### src/rtl/dspbb_pkg.sv
// rtl/dspbb_pkg.sv - shared DSP building-block constants and width helpers
package dspbb_pkg;

    // Ceiling log2 for elaboration-time sizing; clog2(1) = 0, clog2(5) = 3.
    function automatic int clog2(input int n);
        int r;
        r = 0;
        for (int i = 0; i < 31; i++) begin
            if ((1 << i) < n) begin
                r = i + 1;
            end
        end
        return r;
    endfunction

    // Full-precision width of a sum of ninputs operands of iwidth bits each.
    function automatic int sum_width(input int iwidth, input int ninputs);
        return iwidth + clog2(ninputs);
    endfunction

    // Number of partial sums held by tree level `level` (level 0 = raw operands).
    function automatic int level_count(input int ninputs, input int level);
        return (ninputs + (1 << level) - 1) >> level;
    endfunction

endpackage

### src/rtl/adder_tree_level.sv
// rtl/adder_tree_level.sv - one registered pairwise-add level of the adder tree
module adder_tree_level #(
    parameter int NIN    = 4,
    parameter int WIDTH  = 16,
    parameter int SIGNED = 0
) (
    input  logic                                  i_clk,
    input  logic                                  i_rst,
    input  logic                                  i_valid,
    input  logic [NIN*WIDTH-1:0]                  i_data,
    output logic                                  o_valid,
    output logic [((NIN+1)/2)*(WIDTH+1)-1:0]      o_data
);

    localparam int NOUT = (NIN + 1) / 2;
    localparam int OW   = WIDTH + 1;
    // An odd operand count is padded with one zero operand so every output
    // is a plain pair sum; the zero extends to zero in either signedness.
    localparam int NPAD = 2 * NOUT;

    logic [NPAD*WIDTH-1:0] padded;
    logic                  valid_d;
    logic                  valid_q;
    logic [NOUT*OW-1:0]    sum_d;
    logic [NOUT*OW-1:0]    sum_q;

    assign padded = (NPAD*WIDTH)'(i_data);

    // One guard bit per level makes overflow impossible in both modes.
    function automatic logic [OW-1:0] extend(input logic [WIDTH-1:0] x);
        return {(SIGNED != 0) ? x[WIDTH-1] : 1'b0, x};
    endfunction

    // Pair sums load only with a valid vector so the last valid result is held.
    always_comb begin
        valid_d = i_valid;
        sum_d   = sum_q;
        if (i_valid) begin
            for (int j = 0; j < NOUT; j++) begin
                sum_d[j*OW +: OW] = extend(padded[(2*j)*WIDTH +: WIDTH])
                                  + extend(padded[(2*j+1)*WIDTH +: WIDTH]);
            end
        end
    end

    // Level registers; reset clears in-flight data and flags immediately.
    always_ff @(posedge i_clk or posedge i_rst) begin
        if (i_rst) begin
            valid_q <= 1'b0;
            sum_q   <= '0;
        end else begin
            valid_q <= valid_d;
            sum_q   <= sum_d;
        end
    end

    assign o_valid = valid_q;
    assign o_data  = sum_q;

endmodule

### src/rtl/adder_tree.sv
// rtl/adder_tree.sv - pipelined N-operand full-precision adder tree
module adder_tree
    import dspbb_pkg::*;
#(
    parameter int NINPUTS = 4,
    parameter int IWIDTH  = 16,
    parameter int SIGNED  = 0,
    localparam int STAGES = clog2(NINPUTS),
    localparam int OWIDTH = sum_width(IWIDTH, NINPUTS)
) (
    input  logic                      i_clk,
    input  logic                      i_rst,
    input  logic                      i_valid,
    input  logic [NINPUTS*IWIDTH-1:0] i_data,
    output logic                      o_valid,
    output logic [OWIDTH-1:0]         o_sum
);

    if (NINPUTS < 2 || NINPUTS > 64 || IWIDTH < 1 || IWIDTH > 32 ||
        (SIGNED != 0 && SIGNED != 1)) begin : g_param_check
        $error("adder_tree: parameter out of range");
    end

    // Level l consumes ceil(NINPUTS/2^l) operands of IWIDTH+l bits and
    // produces half as many (rounded up) sums one bit wider.
    for (genvar l = 0; l < STAGES; l++) begin : g_level
        localparam int NIN_L  = level_count(NINPUTS, l);
        localparam int NOUT_L = level_count(NINPUTS, l + 1);
        localparam int W_L    = IWIDTH + l;

        logic [NIN_L*W_L-1:0]        lvl_data;
        logic                        lvl_valid;
        logic [NOUT_L*(W_L+1)-1:0]   sum;
        logic                        sum_valid;

        if (l == 0) begin : g_first
            assign lvl_data  = i_data;
            assign lvl_valid = i_valid;
        end else begin : g_next
            assign lvl_data  = g_level[l-1].sum;
            assign lvl_valid = g_level[l-1].sum_valid;
        end

        adder_tree_level #(
            .NIN    (NIN_L),
            .WIDTH  (W_L),
            .SIGNED (SIGNED)
        ) u_level (
            .i_clk   (i_clk),
            .i_rst   (i_rst),
            .i_valid (lvl_valid),
            .i_data  (lvl_data),
            .o_valid (sum_valid),
            .o_data  (sum)
        );
    end

    assign o_valid = g_level[STAGES-1].sum_valid;
    assign o_sum   = g_level[STAGES-1].sum;

endmodule

### config.mk
export PLATFORM = sky130hd
export DESIGN_NAME = adder_tree
export DESIGN_NICKNAME = d
export VERILOG_FILES = /design/src/rtl/dspbb_pkg.sv /design/src/rtl/adder_tree_level.sv /design/src/rtl/adder_tree.sv
export SDC_FILE = /design/constraint.sdc
export NUM_CORES = 1
export LEC_CHECK = 0
export BUFFER_PORTS_ARGS = -buffer_cell sky130_fd_sc_hd__buf_4
export CAP_MARGIN = 20
export CORE_MARGIN = 1.5
export CORE_UTILIZATION = 56
export CTS_CLUSTER_DIAMETER = 60
export DETAILED_ROUTE_END_ITERATION = 10
export GPL_ROUTABILITY_DRIVEN = 1
export GPL_TIMING_DRIVEN = 0
export PLACE_DENSITY = 0.8
export SKIP_LAST_GASP = 1
export SLEW_MARGIN = 10
export SYNTH_ARGS = -nofsm -noshare
export SYNTH_HDL_FRONTEND = slang
export SYNTH_SLANG_ARGS = --single-unit
### constraint.sdc
create_clock -name i_clk -period 2.5 [get_ports i_clk]
set_input_delay 0.25 -clock i_clk [delete_from_list [all_inputs] [get_ports i_clk]]
set_output_delay 0.25 -clock i_clk [all_outputs]
set_load 0.05 [all_outputs]
# After elaboration in Yosys (flattened, before gate mapping)

Cells that the tools add are included.

Add/sub/neg operators: 3

Operators by type and width:

| cell                                      | number |
|---|---|
| 16-bit by 16-bit adder with 17-bit output | 2 |
| 17-bit by 17-bit adder with 18-bit output | 1 |

Flip-flop bits (word level): 54
Bits of input ports: 67
Word-level logic and storage cells: 7

# Depth between registers and ports, before layout

Gate-level depths: netlist of the first run.

Depth in word-level cells: 1
Depth in mapped cells: 9
Gate-level depth less buffers: 9

# Modules after synthesis

A second synthesis of the first run with hierarchy kept.

Cells, all modules: 462
Area, all modules: 4,390.5 µm²

Modules (own cells, without submodules):

| module                                | instances | cells an instance | area each (µm²) |
|---|---|---|---|
| adder_tree_level (g_level[0].u_level) | 1         | 273               | 2,722.6 |
| adder_tree_level (g_level[1].u_level) | 1         | 189               | 1,667.8 |

# Worst setup path after synthesis of the first run

No wires, ideal clock.

Path kind: input -> register
Start point: in i_data[0]
End point: reg g_level[0].u_level.sum_q[14]
Arrival time: 2.218 ns
Data required time: 2.380 ns
Path slack: 0.163 ns
Stages on the path: 8
Path buffers: 0
Cells stage by stage: ha_1 -> fa_1 -> a21oi_1 -> o21ai_2 -> a2111oi_4 -> nor4bb_1 -> or3_1 -> a31o_1

Longest elaborated chain between the ends: 1

RTL lines:

| element                                   | line                   | text |
|---|---|---|
| start: declaration                        | adder_tree.sv:14       | `input logic [NINPUTS*IWIDTH-1:0] i_data,` |
| 16-bit by 16-bit adder with 17-bit output | adder_tree_level.sv:41 | `+ extend(padded[(2*j+1)*WIDTH +: WIDTH]);` |
| end signal: assignment                    | adder_tree_level.sv:53 | `sum_q <= sum_d;` |
| end: declaration                          | adder_tree_level.sv:25 | `logic [NOUT*OW-1:0] sum_q;` |

No other way between the ends.
A chain may end at the register's enable or synchronous reset.

# Worst setup path after layout of the first run

Start point: reg g_level[0].u_level.sum_q[3]
End point: reg g_level[1].u_level.sum_q[11]

Longest elaborated chain between the ends: 1

RTL lines:

| element                                   | line |
|---|---|
| 17-bit by 17-bit adder with 18-bit output | adder_tree_level.sv:41 |
| end signal: assignment                    | adder_tree_level.sv:53 |
| end: declaration                          | adder_tree_level.sv:25 |

No other way between the ends.

==> results of run 1 <==
## power breakdown
group | switching (µW) | leakage, µW | total (µW) | internal (µW)
Combinational | 1500 | 0.00173 | 2500 | 1010
Sequential | 157 | 0.000638 | 1300 | 1140
Clock | 278 | 0.0000514 | 577 | 299
Total | 1930 | 0.00242 | 4380 | 2450
## metrics by stage
stage	power (µW)	utilization	instances
floorplan	3110	-	448
detailed placement	3760	0.692	633
CTS	4350	0.709	642
global route	4680	0.711	642
finish	4380	0.711	642
global placement	3680	0.689	632
## cell families (layout without fill, tap and decap cells)
group,count (synthesis),after routing,share of synthesized area
multiplexers,29,29,0.0760
flip-flops,54,54,0.317
buffers and inverters,31,126,0.0279
AND/OR/NAND/NOR,110,110,0.130
adder cells (fa/ha/maj),52,52,0.158
XOR/XNOR,27,27,0.0554
AO/OA/AOI/OAI,145,145,0.236
## how the worst max path moves through the flow
| stage | from | endpoint | slack, ns | depth (start not counted) |
|---|---|---|---|---|
| 6_report | g_level[0].u_level.o_data[3] | g_level[1].u_level.o_data[11] | 0.15 | 8 |
| 5_1_grt | g_level[0].u_level.o_data[17] | g_level[1].u_level.o_data[16] | 0.02 | 9 |
| 4_1_cts | g_level[0].u_level.o_data[0] | g_level[1].u_level.o_data[16] | 0.02 | 9 |
| 3_5_place_dp | i_data[0] | g_level[0].u_level.o_data[14] | -0.19 | 9 |
| 3_3_place_gp | i_data[0] | g_level[0].u_level.o_data[14] | -0.17 | 9 |
| 2_1_floorplan | i_data[0] | g_level[0].u_level.o_data[14] | 0.16 | 8 |
## layer usage
layer / wire length [µm] / vias to the layer above / global-route usage
met1: 4610 / 1754 / 0.346
met2: 4830 / 133 / 0.426
li1: - / 1867 / -
met5: 0 / - / 0
met3: 490 / 11 / 0.0320
met4: 125 / 0 / 0.0886
## worst max-delay path, stage by stage, from the launching register on
cell and delay (ns):
dfrtp_1 0.41, ha_1 0.37, a21o_1 0.18, a21o_1 0.20, o211a_1 0.24, or2_1 0.22
buf_2 0.17, a21o_1 0.17, a221o_1 0.29
## layout make-up
type	count	area [µm²]	share of cell area
buffer	14	55.1	0.0106
clock buffer	6	72.6	0.0140
clock inverter	2	37.5	0.00724
inverter	17	63.8	0.0123
multi-input combinational	363	2810	0.542
sequential	54	1350	0.261
tap	99	124	0.0239
timing repair buffer	87	668	0.129
## cell usage in the layout, fill, tap and decap left out, types with 3 or more instances in the layout
master | netlist | layout
a211oi_1 | 8 | 8
a21o_1 | 21 | 21
a21oi_1 | 41 | 41
and3_1 | 4 | 4
buf_4 | 0 | 85
clkbuf_1 | 11 | 12
clkbuf_8 | 0 | 5
dfrtp_1 | 54 | 54
fa_1 | 3 | 3
ha_1 | 49 | 49
inv_1 | 17 | 16
mux2_2 | 27 | 27
nand2_1 | 32 | 32
nand2b_1 | 4 | 4
nand3_1 | 11 | 11
nand4_1 | 6 | 6
nor2_1 | 21 | 21
nor3_1 | 9 | 9
o211ai_1 | 4 | 4
o21a_1 | 6 | 6
o21ai_0 | 22 | 22
o311ai_0 | 3 | 3
o31ai_1 | 6 | 6
or2_2 | 3 | 3
or3_1 | 5 | 5
xnor2_1 | 19 | 19
xor2_1 | 8 | 8
## timing repair
| action | 4_1_cts | 5_1_grt |
|---|---|---|
| hold buffers | 1 | 0 |
| resized for setup | 0 | 2 |
| endpoints found under the setup margin | 0 | 4 |
| endpoints found under the hold margin | 22 | 0 |
## registers in the layout (all words and copies together) (netlist names)
register and cells:
g_level.u_level.o_data 52, g_level.u_level.o_valid 2
==> flow_summary.yaml, run 1 <==
synthesis:
  netlist.area_leader.share: 0.317
  syn-num-nets: 567
  post-synth-top-count-cell: "dfrtp_1"
  synthArstFlopShare: 1.00
  synth_warnings: 0
  ys_seq_area_frac: 0.317
  netlist_area_mm2: 0.00427
  synthFlopType: "dfrtp_1"
  synth_area_leader_cell: "dfrtp_1"
  synth_edf_count: 0
  syn_avg_cell_area_um2: 9.52
  synth_commonest_cells: "54 x dfrtp_1, 49 x ha_1, 41 x a21oi_1, 32 x nand2_1, 27 x mux2_2"
  synth_area_leaders: "dfrtp_1 32%, ha_1 14%, mux2_2 7.1%"
  ys_seq_elements: 54
  ys_types: 64
  syn_inst: 448
power_and_ir_drop:
  p_per_area_mw_per_mm2: 845
  p_leak_uw: 0.00242
  vdd_ir_drop_max_mv: 0.311
die:
  initial_core_util: 0.585
  core_mm2: 0.00729
  die_y_um: 90.3
  die_w_um: 90.3
  rows: 31
  io_pins: 86
  die-area_mm2: 0.00815
global_routing:
  grt_usage: 0.257
  grt_pass1_vias: 3689
  grt_remaining_overflow: 0
  grt_max_degree: 33
  grt_pass1_wl_um: 17100
  antenna_found_initial: 0
timing:
  fin_crit_ns: 2.35
  maxSlewViolCount: 0
  worst_slack_ns: 0.149
  tns_ns: 0
  worst_pin_slew_ns: 0.608
  timing.hold.ws_ns: 0.0548
  relSlewSlack: 0.595
  setup_violations: 0
  clock_skew_ns: 0.00750
  finalHoldViolCount: 0
  rsz0062_at_grt: "false"
  max_freq_mhz: 425
  fin_crit_sh: 0.940
clocking:
  clk_path_buf_depth: 2
  cts.sinks: 54
  ctsRootBufferMaster: "clkbuf_8"
  htreeDepth: 2
  clock_latency_ns: 0.31
  clk_pin_slew_ns: 0.09
  cts_buffers: 5
  cts_tree: "built"
  postCtsSetupBuffers: 0
place:
  place.gp.congestion: 0.884
  dp_slack_ns: -0.190
  placed_cell_area_mm2: 0.00505
  place_hpwl_um: 8200
  io_buffers: 85
critical_path:
  timing.rr.end: "g_level[1].u_level.o_data[11]"
  worstSetupStartpointType: "flop"
  critPathArrivalTime_ns: 2.55
  critPathMaxFanout: 8
  cp-end-kind: "flop"
  reg2reg_slack_ns: 0.15
  worst_r2r_startpoint: "g_level[0].u_level.o_data[3]"
  required_ns: 2.69
  worst-setup-path-type: "reg -> reg"
  rr_worst_depth: 8
layout:
  nFillCells: 578
  area_delta_synth_final_pct: 21.5
  antenna_cells: 0
  nNetsFinal: 661
  drive_gt1_frac: 0.252
  final_design_area_no_fill_mm2: 0.00518
detailed_routing:
  first_iter_violations: 128
  drc: 0
  ant_nets: 0
  wl_per_cell_um: 15.7
  finalWirelength_um: 10100
  via_per_inst: 5.86
  first_pass_iters: 4
  vias: 3765
min_path:
  hold_start: "i_valid"
  hold_end: "g_level[0].u_level.o_valid"
  min_path_cells: 1
  hold_class: "in -> reg"
outcome:
  status: "completed"
flow_run:
  max_cap_violations: 0
(Power assumes the default switching activity.)
==> run 2: changes to the inputs <==
GPL_TIMING_DRIVEN = 1   (was 0)
RECOVER_POWER = 100   (was default)
==> run 2 against run 1 <==
  * Power fell by 6.3%
  * Hold slack gained 0.26 ns
  * First-iteration DRC count grew 16%
  * Final cell count shrank 1.1%
  * Combinational power shrank 6%
  * Die area unchanged
  * Critical path type unchanged
  * Largest power group unchanged
  * Highest routed layer unchanged
==> flow_summary.yaml, run 2 (synthesis results as in run 1) <==
detailed_routing:
  first_iter_violations: 149
  via_per_inst: 5.86
  wl_per_cell_um: 15.5
  vias: 3724
  finalWirelength_um: 9820
  ant_nets: 0
  first_pass_iters: 4
  drc: 0
layout:
  nFillCells: 629
  drive_gt1_frac: 0.211
  nNetsFinal: 655
  final_cell_mix: "62 x buf_4, 54 x dfrtp_1, 49 x ha_1, 40 x a21oi_1, 32 x nand2_1"
  fin_util: 0.688
  antenna_cells: 0
  final_design_area_no_fill_mm2: 0.00502
  area_delta_synth_final_pct: 17.6
  layout_commonest_cell: "buf_4"
  largest_reg_flops: 52
critical_path:
  cp-end-kind: "flop"
  worst-setup-path-type: "reg -> reg"
  critPathArrivalTime_ns: 2.52
  required_ns: 2.70
  worstSetupStartpointType: "flop"
  critPathMaxFanout: 8
global_routing:
  grt_remaining_overflow: 0
  grt_usage: 0.251
  grt_pass1_wl_um: 17000
  grt_pass1_vias: 3646
  grt_max_degree: 45
  antenna_found_initial: 0
timing:
  worst_pin_slew_ns: 1.07
  clock_skew_ns: 0.00534
  fin_crit_ns: 2.32
  maxSlewViolCount: 0
  max_freq_mhz: 432
  rsz0062_at_grt: "false"
  relSlewSlack: 0.288
  finalHoldViolCount: 0
  setup_violations: 0
  fin_crit_sh: 0.927
power_and_ir_drop:
  clkPwrFrac: 0.113
  switching_share: 0.463
  p_per_area_mw_per_mm2: 818
  combPwrFrac: 0.571
  switchingPower_uw: 1900
  vdd_ir_drop_max_mv: 0.269
  p_int_uw: 2200
  p_leak_uw: 0.00233
  sequentialPowerShare: 0.316
clocking:
  htreeDepth: 2
  clk_path_buf_depth: 2
  ctsRootBufferMaster: "clkbuf_8"
  cts_tree: "built"
  cts_buffers: 5
  clk_pin_slew_ns: 0.09
  clock_latency_ns: 0.31
  cts.sinks: 54
die:
  die-area_mm2: 0.00815
  die_w_um: 90.3
  initial_core_util: 0.585
  die_y_um: 90.3
  core_mm2: 0.00729
  rows: 31
  io_pins: 86
outcome:
  status: "completed"
place:
  place.gp.congestion: 0.938
  placed_cell_area_mm2: 0.00504
  place_hpwl_um: 8010
  io_buffers: 85
flow_run:
  max_cap_violations: 0
min_path:
  hold_class: "in -> reg"
run 2: cell types whose count changed in the layout (fill, tap and decap cells not counted), moves of 3 or more:
| cell | before | now |
|---|---|---|
| o21ai_0 | 22 | 25 |
| clkbuf_4 | 0 | 6 |
| buf_4 | 85 | 62 |
| clkbuf_1 | 12 | 25 |
run 2: through the flow:
step,std cells,hold WS (ns),power (µW),TNS [ns],setup WS [ns]
after global placement,627,0.304,3690,0,0.00861
after floorplan,448,0.281,3110,0,0.163
final,635,0.313,4100,0,0.183
after global routing,635,0.325,4410,0,0.0635
after CTS,635,0.314,4250,0,0.189
after detailed placement,627,0.304,3780,-0.0838,-0.0462
run 2: area by class of cell:
class                           instances  area (µm²)  share of cell area
Clock buffer                            5        68.8              0.0137
Clock inverter                          2        10.0             0.00200
Inverter                               17        63.8              0.0127
Multi-Input combinational cell        363        2780               0.554
Sequential cell                        54        1350               0.269
Tap cell                               99         124              0.0247
Timing Repair Buffer                   95         619               0.123
run 2: critical path: stages, from the launching register on:
cell,delay (ns)
dfrtp_1,0.41
ha_1,0.36
a21o_1,0.18
a21o_1,0.19
o211a_1,0.24
or2_1,0.34
a21o_1,0.20
a221o_1,0.29
run 2: per-layer routing:
metal / wire length, µm / track usage / vias to the layer above
li1: - / - / 1857
met1: 4580 / 0.346 / 1756
met2: 4700 / 0.417 / 96
met3: 357 / 0.0278 / 15
met4: 185 / 0.0767 / 0
met5: 0 / 0 / -
run 2: power by group through the flow:
stage          Combinational, µW  Clock, µW  Sequential [µW]
3_3_place_gp                2390          0             1300
3_5_place_dp                2460          0             1320
4_1_cts                     2470        473             1310
5_1_grt                     2560        518             1330
2_1_floorplan               1340          0             1770
6_report                    2340        463             1300
run 2: repair_timing:
| action | CTS | global route |
|---|---|---|
| endpoints found under the hold margin | 21 | 0 |
| setup buffers | 0 | 0 |
| setup endpoints to repair | 0 | 1 |
| hold buffers | 1 | 0 |
| gates resized for setup | 0 | 1 |
run 2: worst paths after layout:
kind,from,end,slack [ns],cells after the start
max,g_level[0].u_level.o_data[20],g_level[1].u_level.o_data[11],0.18,7
min,i_data[63],g_level[0].u_level.o_data[33],0.31,4
max reg2reg,g_level[0].u_level.o_data[20],g_level[1].u_level.o_data[11],0.18,7
min reg2reg,g_level[1].u_level.o_data[8],g_level[1].u_level.o_data[8],0.49,1
max in group asynchronous,i_rst,g_level[0].u_level.o_data[13],1.02,4
min in group asynchronous,i_rst,g_level[1].u_level.o_data[1],0.75,4
==> run 3: changes to the inputs <==
CORE_ASPECT_RATIO = 2   (was default)
CORE_UTILIZATION = 50   (was 56)
GPL_ROUTABILITY_DRIVEN = default   (was 1)
PLACE_DENSITY = 0.73   (was 0.8)
==> run 3 against run 2 <==
  * The run now ends with capacitance limit, slew limit left
  * Clock skew is essentially flat
  * Die area rose by 12%
  * Setup slack got worse by 0.072 ns
  * Utilization shrank 6.6 points
  * Register-to-register slack worse by 0.02 ns
  * Critical path type is now in -> reg
  * Largest cell class unchanged
==> flow_summary.yaml, run 3 (synthesis results as in run 1) <==
outcome:
  status: "complete, but fails checks"
  failed_checks: "capacitance limit, slew limit"
layout:
  final_design_area_no_fill_mm2: 0.00516
  nNetsFinal: 656
  final_cell_mix: "68 x buf_4, 54 x dfrtp_1, 49 x ha_1, 40 x a21oi_1, 32 x nand2_1"
  area_delta_synth_final_pct: 20.9
  largest_reg_flops: 52
  antenna_cells: 0
  drive_gt1_frac: 0.225
  layout_commonest_cell: "buf_4"
detailed_routing:
  drt-met1-wl_um: 3780
  wl_per_cell_um: 15.9
  first_pass_iters: 4
  via_per_inst: 5.94
  first_iter_violations: 259
  finalWirelength_um: 10100
  drc: 0
  wl_met2_um: 5670
  vias: 3776
  ant_nets: 0
  maxUsedRoutingLayer: "met4"
  dr_wl_met3_um: 354
clocking:
  cts.repair.resized: 0
  cts_buffers: 5
  htreeDepth: 2
  cts.sinks: 54
  ctsRootBufferMaster: "clkbuf_16"
  postCtsSetupBuffers: 0
  clock_latency_ns: 0.30
  clk_path_buf_depth: 2
  clk_pin_slew_ns: 0.07
  cts_hold_buf: 0
  cts_tree: "built"
min_path:
  hold_start: "i_data[16]"
  hold_class: "in -> reg"
  min_path_cells: 3
  hold_end: "g_level[0].u_level.o_data[0]"
die:
  die-area_mm2: 0.00913
  rows: 47
  die_w_um: 68.3
  core_mm2: 0.00829
  die_y_um: 134
  initial_core_util: 0.514
  io_pins: 86
critical_path:
  critPathArrivalTime_ns: 2.58
  path_cells: "clkbuf_4 > ha_1 > fa_1 > a21oi_1 > o21ai_1 > a2111oi_4 > nor4bb_1 > or3_1 > a31o_1"
  required_ns: 2.69
  slowest_delay_ns: 0.52
  reg2reg_slack_ns: 0.16
  worstSetupStartpointType: "primary input"
  critPathMaxFanout: 4
  worst-setup-path-type: "in -> reg"
  timing.rr.end: "g_level[1].u_level.o_data[11]"
  worst_r2r_startpoint: "g_level[0].u_level.o_data[3]"
  rr_worst_depth: 7
  cp_slowest_cell: "a2111oi_4"
  cp-end-kind: "flop"
place:
  place_hpwl_um: 8070
  place.gp.congestion: 0.876
  placed_cell_area_mm2: 0.00505
  io_buffers: 85
timing:
  max_freq_mhz: 419
  fin_crit_sh: 0.956
  setup_violations: 0
  clock_skew_ns: 0.00547
  finalHoldViolCount: 0
  rsz0062_at_grt: "false"
  worst_pin_slew_ns: 2.05
  fin_crit_ns: 2.39
  timing.hold.ws_ns: 0.315
  relSlewSlack: -0.368
  maxSlewViolCount: 45
global_routing:
  grt_usage: 0.238
  grt_pass1_wl_um: 16800
  antenna_found_initial: 0
  grt_max_degree: 55
  grt_pass1_vias: 3813
  grt_remaining_overflow: 0
power_and_ir_drop:
  p_per_area_mw_per_mm2: 883
  vdd_ir_drop_max_mv: 0.348
  p_leak_uw: 0.00239
flow_run:
  max_cap_violations: 1
[run 3: final cells by class]
cell class | count | area (µm²)
clock buffers | 5 | 125
clock inverters | 3 | 68.8
fillers | 741 | 3130
inverters | 17 | 63.8
multi-input cells | 363 | 2800
flip-flops and latches | 54 | 1350
well taps | 98 | 123
repair buffers | 96 | 632
[run 3: worst max-delay path by stage]
stage | from | endpoint | depth (start not counted)
5_1_grt | i_data[0] | g_level[0].u_level.o_data[14] | 9
2_1_floorplan | i_data[0] | g_level[0].u_level.o_data[14] | 8
4_1_cts | g_level[0].u_level.o_data[0] | g_level[1].u_level.o_data[16] | 10
3_3_place_gp | i_data[0] | g_level[0].u_level.o_data[14] | 9
6_report | i_data[0] | g_level[0].u_level.o_data[14] | 9
3_5_place_dp | i_data[0] | g_level[0].u_level.o_data[14] | 9
[run 3: critical path, delay by kind of cell]
kind	cells	cell delay, ns
AOI/OAI and AO/OA	4	1.12
adders and majority gates	2	0.60
and+or+nand+nor	2	0.50
buffers and inverters	1	0.11
[run 3: per-layer routing]
metal  track usage  up-vias
met4         0.111        0
met2         0.437      113
li1              -     1855
met5             0        -
met1         0.252     1783
met3        0.0338       25
[run 3: report_power, final]
part | total, µW | leakage (µW) | switching (µW) | internal (µW)
registers | 1290 | 0.000638 | 153 | 1140
clock network | 897 | 0.0000940 | 322 | 575
logic | 2360 | 0.00166 | 1470 | 892
[run 3: stage by stage]
stage | utilization | TNS, ns | setup slack, ns | power, µW | std cells
final | 0.622 | 0 | 0.111 | 4560 | 636
after CTS | 0.633 | 0 | 0.0995 | 4700 | 636
after global placement | 0.609 | -0.106 | -0.106 | 3720 | 628
after global routing | 0.622 | 0 | 0.0375 | 4860 | 636
after detailed placement | 0.609 | -0.212 | -0.170 | 3790 | 628
after floorplan | - | 0 | 0.163 | 3110 | 448
